File: src/rtl/crc_ctrl_pkg.sv
// Shared types and constants for the CRC arbiter and its register front-end.
package crc_ctrl_pkg;

    typedef enum logic [1:0] {
        IDLE = 2'd0,
        BUSY = 2'd1,
        RESP = 2'd2
    } state_t;

    localparam int unsigned DATA_WIDTH_DEF = 32;
    localparam int unsigned BEAT_CNT_W     = 16;

    localparam logic [1:0] RESP_OKAY   = 2'b00;
    localparam logic [1:0] RESP_SLVERR = 2'b10;

    // Beat counter increment that sticks at all-ones.
    function automatic logic [BEAT_CNT_W-1:0] sat_inc(input logic [BEAT_CNT_W-1:0] cnt);
        return (&cnt) ? cnt : cnt + BEAT_CNT_W'(1);
    endfunction

endpackage

File: src/rtl/crc_arbiter_rr.sv
// Combinational round-robin pick: first set request at or above ptr, with wrap.
module rr_arbiter #(
    parameter  int unsigned NUM_REQ = 4,
    localparam int unsigned IDX_W   = $clog2(NUM_REQ)
) (
    input  logic [NUM_REQ-1:0] req,
    input  logic [IDX_W-1:0]   ptr,
    output logic [IDX_W-1:0]   grant,
    output logic               any
);

    logic [IDX_W-1:0] idx;

    // Walk offsets from farthest to nearest so the nearest hit wins.
    always_comb begin
        grant = '0;
        any   = 1'b0;
        idx   = '0;
        for (int k = NUM_REQ - 1; k >= 0; k--) begin
            idx = IDX_W'((32'(ptr) + 32'(k)) % NUM_REQ);
            if (req[idx]) begin
                grant = idx;
                any   = 1'b1;
            end
        end
    end

endmodule

File: src/rtl/crc_arbiter.sv
// Shares one combinational CRC engine among NUM_REQ packet requesters,
// arbitrating round-robin per packet and returning one result per packet.
module crc_arbiter
    import crc_ctrl_pkg::*;
#(
    parameter  int unsigned NUM_REQ    = 4,
    parameter  int unsigned DATA_WIDTH = DATA_WIDTH_DEF,
    localparam int unsigned IDX_W      = $clog2(NUM_REQ)
) (
    input  logic                          ACLK,
    input  logic                          ARESET,
    input  logic [NUM_REQ-1:0]            req_valid,
    input  logic [NUM_REQ*DATA_WIDTH-1:0] req_data,
    input  logic [NUM_REQ-1:0]            req_last,
    input  logic [NUM_REQ*DATA_WIDTH-1:0] req_seed,
    output logic [NUM_REQ-1:0]            req_ready,
    output logic [DATA_WIDTH-1:0]         crc_initial,
    output logic [DATA_WIDTH-1:0]         crc_data,
    input  logic [DATA_WIDTH-1:0]         crc_result,
    output logic                          res_valid,
    output logic [IDX_W-1:0]              res_id,
    output logic [DATA_WIDTH-1:0]         res_crc,
    output logic [BEAT_CNT_W-1:0]         res_beats,
    input  logic                          res_ready,
    output logic                          busy
);

    state_t                  state;
    logic [IDX_W-1:0]        rr_ptr;
    logic [IDX_W-1:0]        grant;
    logic [IDX_W-1:0]        pick;
    logic                    any_req;
    logic [DATA_WIDTH-1:0]   running;
    logic [BEAT_CNT_W-1:0]   beat_cnt;
    logic [BEAT_CNT_W-1:0]   next_cnt;
    logic [IDX_W-1:0]        next_ptr;
    logic                    accept;
    logic [DATA_WIDTH-1:0]   data_arr [NUM_REQ];
    logic [DATA_WIDTH-1:0]   seed_arr [NUM_REQ];

    for (genvar i = 0; i < NUM_REQ; i++) begin : g_unpack
        assign data_arr[i] = req_data[i*DATA_WIDTH +: DATA_WIDTH];
        assign seed_arr[i] = req_seed[i*DATA_WIDTH +: DATA_WIDTH];
    end

    rr_arbiter #(
        .NUM_REQ (NUM_REQ)
    ) u_rr (
        .req   (req_valid),
        .ptr   (rr_ptr),
        .grant (pick),
        .any   (any_req)
    );

    assign accept      = (state == BUSY) && req_valid[grant];
    assign next_cnt    = sat_inc(beat_cnt);
    assign next_ptr    = (grant == IDX_W'(NUM_REQ - 1)) ? '0 : grant + IDX_W'(1);
    assign crc_initial = running;
    assign crc_data    = (state == BUSY) ? data_arr[grant] : '0;
    assign busy        = (state != IDLE);

    // Only the granted requester sees ready, and only while its packet is open.
    always_comb begin
        req_ready = '0;
        if (state == BUSY) begin
            req_ready[grant] = 1'b1;
        end
    end

    always_ff @(posedge ACLK) begin
        if (ARESET) begin
            state     <= IDLE;
            rr_ptr    <= '0;
            grant     <= '0;
            running   <= '0;
            beat_cnt  <= '0;
            res_valid <= 1'b0;
            res_id    <= '0;
            res_crc   <= '0;
            res_beats <= '0;
        end else begin
            case (state)
                IDLE: begin
                    if (any_req) begin
                        grant    <= pick;
                        running  <= seed_arr[pick];
                        beat_cnt <= '0;
                        state    <= BUSY;
                    end
                end
                BUSY: begin
                    if (accept) begin
                        running  <= crc_result;
                        beat_cnt <= next_cnt;
                        if (req_last[grant]) begin
                            res_crc   <= crc_result;
                            res_id    <= grant;
                            res_beats <= next_cnt;
                            res_valid <= 1'b1;
                            state     <= RESP;
                        end
                    end
                end
                RESP: begin
                    if (res_ready) begin
                        res_valid <= 1'b0;
                        rr_ptr    <= next_ptr;
                        state     <= IDLE;
                    end
                end
                default: state <= IDLE;
            endcase
        end
    end

endmodule

File: config.mk
export PLATFORM = sky130hd
export DESIGN_NAME = crc_arbiter
export DESIGN_NICKNAME = d
export VERILOG_FILES = /design/src/rtl/crc_ctrl_pkg.sv /design/src/rtl/crc_arbiter_rr.sv /design/src/rtl/crc_arbiter.sv
export SDC_FILE = /design/constraint.sdc
export NUM_CORES = 1
export LEC_CHECK = 0
export CORE_AREA = 2 2 164 166
export DETAILED_ROUTE_END_ITERATION = 8
export DIE_AREA = 0 0 166 168
export GPL_TIMING_DRIVEN = 0
export MAX_ROUTING_LAYER = met4
export SLEW_MARGIN = 20
export SYNTH_ARGS = -nofsm -noshare
export SYNTH_HDL_FRONTEND = slang
export SYNTH_SLANG_ARGS = --single-unit
export TNS_END_PERCENT = 5
File: constraint.sdc
create_clock -name ACLK -period 2.5 [get_ports ACLK]
set_input_delay 0.5 -clock ACLK [delete_from_list [all_inputs] [get_ports ACLK]]
set_output_delay 0.5 -clock ACLK [all_outputs]
set_load 0.1 [all_outputs]
; ---- After elaboration in Yosys (flattened, before gate mapping)
; Index checks and enable logic that the tools add are counted.
[classes]
n_addsub = 5
order_cmp = 8
n_eq_ne = 7
muxes = 47
bitwise = 2
n_reduce_logical = 13
[op_table]
columns = cell, n
row1 = $mux 32, 7
row2 = $bmux 32 s2, 2
row3 = $pmux 32 s2, 1
row4 = $mux 16, 3
row5 = $pmux 16 s2, 1
row6 = $mux 2, 9
row7 = $add 16x1->16 const B, 1
row8 = $reduce_and 16->1, 1
row9 = $lt 2x3->1 const B, 5
row10 = $mux 1, 14
row11 = $bmux 1 s2, 6
row12 = $reduce_and 4->1, 2
row13 = $ge 3x3->1 const B, 2
row14 = $ne 2x2->1 const B, 3
row15 = $not 2->3, 2
row16 = $pmux 2 s3, 1
row17 = $reduce_and 3->1, 2
row18 = $reduce_bool 2->1, 3
row19 = $add 2x1->2 const B, 2
row20 = $add 2x2->2 const B, 2
row21 = $eq 2x2->1 const B, 2
row22 = $mux 4, 1
row23 = $reduce_and 2->1, 2
row24 = $demux 1 s2, 1
row25 = other kinds (6), 7
[totals]
ff_bits = 105
input_bits = 299
output_inout_bits = 120
wordCells = 91

; ---- Longest topological paths before layout
[depth]
word_depth = 13
depth_mapped = 8
depth_no_buf = 7

; ---- Modules after synthesis
; From an unflattened synthesis, not the netlist that was laid out.
[unflattened]
hier_cells = 705
area_unflattened_um2 = 6433.7
[by_module_without_submodules]
columns = module, n_inst, cells_each, area_each_um2, seq_area_each_um2
row1 = crc_arbiter, 1, 692, 6356.1, 2102.0
row2 = rr_arbiter, 1, 13, 77.6, 0.0

; ---- Worst setup path before layout
; No wires, ideal clock.
[synth_timing]
path_type = flip-flop to output port
start = reg state[0]
end = out crc_data[11]
arrival_ps = 2106
t_required_ps = 2000
path_slack_ps = -106
path_stages_with_launch = 6
n_path_buf = 3
path_cell_list = dfxtp_1 > nor2b_1 > buf_2 > buf_2 > clkbuf_1 > and2_1
[synth_via]
elab_chain_cells = 2
[synth_rtl]
columns = element, line_no
row1 = from (decl), crc_arbiter.sv:28  ; state_t state;
row2 = from (signal assigned), crc_arbiter.sv:72  ; state <= IDLE;
row3 = from (signal assigned), crc_arbiter.sv:88  ; state <= BUSY;
row4 = from (signal assigned), crc_arbiter.sv:100  ; state <= RESP;
row5 = $eq 2x1->1, crc_arbiter.sv:59  ; assign crc_data = (state == BUSY) ? data_arr[grant] : '0;
row6 = $mux 32, crc_arbiter.sv:59
row7 = to (decl), crc_arbiter.sv:18  ; output logic [DATA_WIDTH-1:0] crc_data,
; No other way between the ends.

; ---- Final worst setup path
[layout_timing]
start = reg grant[0]
end = out crc_data[25]
[layout_via]
elab_chain_cells = 5
[layout_rtl]
columns = element, line_no
row1 = from (decl), crc_arbiter.sv:30  ; logic [IDX_W-1:0] grant;
row2 = from (signal assigned), crc_arbiter.sv:85  ; grant <= pick;
row3 = $not 2->3 (implied by the code), crc_arbiter.sv:59
row4 = $bmux 32 s2, crc_arbiter.sv:59
row5 = $mux 32 (implied by the code) (2 in a row), crc_arbiter.sv:59
row6 = $mux 32, crc_arbiter.sv:59
; No other way between the ends. The select of a mux whose other input is x is not followed.

==> flow_summary.toml <==
[global_route]
track_usage_pct = 22.6
grt_max_degree = 18
grt_pass1_vias = 7495
grt_pass1_wl_um = 46600
grt_overflow = 0
antenna_found_initial = 2

[clock_tree]
clock_latency_ps = 360
ctsHoldBuffers = 0
cts_max_level = 3
cts_made_buffers = 9
cts_tree = "yes"
clk_pin_slew_ps = 70
cts_sinks = 105
cts_buffer_depth = 2
cts_root_buf = "clkbuf_16"

[setup_path]
crit_arrival_ps = 1950
cp_max_fo = 10
cp-start-kind = "flop"
cp_data_required_time_ps = 2000
critPathKind = "reg -> out"
endpoint_kind = "output port"

[logic_synthesis]
ys_types = 59
synth_area_mm2 = 0.00688
ys_async_sr_fraction_pct = 0
synth_flop_cell = "dfxtp_1"
synth_seq_cells = 105
seq_area_frac_synth_pct = 30.6
syn_inst = 836
synth_enable_flop_cells = 0
syn_avg_cell_area_um2 = 8.23
ys_warn_count = 0
syn_nets = 1140

[place]
post-dp-hpwl_um = 26200
place_congestion = 0.921
place_ws_ps = -1210
numPortBuffers = 417

[pwr]
p_int_mw = 3.93
power_density_mw_per_mm2 = 574
ir_worst_vdd_uv = 379
comb_power_share_pct = 50.0
fin_total_pwr_mw = 6.91
p_seq_share_pct = 27.2
p_sw_share_pct = 43.2
p_sw_mw = 2.98
clkPwrFrac_pct = 22.7
power_leakage_nw = 4.29

[sta]
tightest_slew_ps = 1060
fin_crit_sh_pct = 98.1
hold-worst-slack_ps = 450
skew_ps = 9.10
final-setup-viol-count = 0
grt_setup_unrepaired = "yes"
fmaxAchievable_mhz = 408
finalHoldViolCount = 0
drv_slew = 0
fin_ws_ps = 48.6
fin_crit_ps = 2450
slew_headroom_pct = 29.4

[drt]
drt-initial-drc-count = 438
routed_wirelength_um = 32100
viasPerCell = 4.85
dr.pass1.iters = 5
via_count = 7820
routedWlPerCell_um = 19.9
detail-route-antenna-nets = 0
route.detailed.drc = 0

[die]
die_w_um = 166
io_pins = 419
row_count = 60
die_area_mm2 = 0.0279
initial_core_util_pct = 26.1
die_y_um = 168
core_mm2 = 0.0264

[finish]
area_growth_pct = 75.3
layout-drive-gt1-share_pct = 19.1
final_common_cell = "clkdlybuf4s50_1"
final_cell_mix = "clkdlybuf4s50_1 (380), nand2_1 (165), dfxtp_1 (103)"
nets = 1568

[worst_hold_path]
hp-class = "reg -> reg"

[job]
maxCapViolations = 0

[outcome]
status = "finished, final reports clean"
## stage by stage
stage | cell area (um^2) | setup TNS, ps | utilization (%) | instances
floorplan | 6880 | -2260 | - | 836
global placement | 11500 | -58700 | 43.6 | 1594
detailed placement | 11500 | -61780 | 43.6 | 1594
CTS | 11900 | -1050 | 45.3 | 1610
global route | 12100 | -363 | 45.7 | 1612
finish | 12100 | 0 | 45.8 | 1613
## timing repair
item                                    in CTS  in global routing
buffers inserted                             0                  0
resized for setup                          290                 34
endpoints found under the setup margin      67                 63
pin swaps                                    0                  3
## synthesized netlist by cell type (5+ instances only)
cell      count  share of area (%)
a21oi_1      66                4.8
a221oi_1     12                1.5
a221oi_2     20                4.4
a31oi_1      34                3.1
and2_1       40                3.6
buf_2        22                1.6
buf_6        19                3.1
clkbuf_1     25                1.4
dfxtp_1     105                 31
ha_1          5               0.91
inv_1         5               0.27
mux4_2       34                 11
nand2_1     166                9.1
nand3_1       7               0.51
nand4_1       5               0.45
nor2_1       87                4.7
nor2_2       32                2.9
nor3_1       22                1.6
nor3_2       21                3.1
o211ai_1      6               0.65
o21ai_0       6               0.44
o21ai_1      32                2.3
## per-layer routing
metal / GRT usage, % / routed length [um]
met5: - / 0
met4: 4.20 / 490
met3: 6.56 / 2260
met2: 36.3 / 15200
met1: 28.7 / 14200
## kinds of logic after synthesis
| family | count (synthesis) | share of synthesized area, % |
|---|---|---|
| simple gates | 403 | 28.4 |
| compound gates | 200 | 20.6 |
| flops | 105 | 30.6 |
| buf+inv | 79 | 6.99 |
| mux | 39 | 11.9 |
| xor+xnor | 5 | 0.637 |
| fa+ha+maj | 5 | 0.910 |
## final timing paths
path	from	slack (ps)	endpoint	cells past startpoint
worst max register to register	beat_cnt[0]	270	res_beats[2]	7
worst min-delay path	res_beats[13]	450	res_beats[13]	2
worst min register to register	res_beats[13]	450	res_beats[13]	2
worst max-delay path	grant[0]	50	crc_data[25]	5
## area by class of cell
class / count / area [um^2]
Tap cell: 341 / 427
Clock inverter: 5 / 85.1
Timing Repair Buffer: 417 / 4270
Sequential cell: 105 / 2110
Fill cell: 2654 / 14300
Inverter: 5 / 18.8
Multi-Input combinational cell: 652 / 4330
Antenna cell: 3 / 7.51
Clock buffer: 11 / 233
Buffer: 74 / 573
## critical path: stages (launching register included)
cell,delay (ps)
dfxtp_4,390
buf_12,170
buf_12,150
mux4_2,510
and2_1,200
buf_8,180
## sequential cells by signal (all words and copies together), names as in the netlist
name,flops
beat_cnt,16
crc_initial,32
res_id,2
res_valid,1
res_beats,16
rr_ptr,2
res_crc,32
grant,2
state,2
## power by group through the flow
stage / Clock (mW) / Sequential [mW] / Combinational (mW)
floorplan: 0 / 2.75 / 1.36
finish: 1.57 / 1.88 / 3.46
detailed placement: 0 / 1.92 / 3.36
global route: 1.69 / 1.90 / 3.62
global placement: 0 / 1.91 / 3.36
CTS: 1.62 / 1.88 / 3.44
Power figures use the tool's default switching activity.
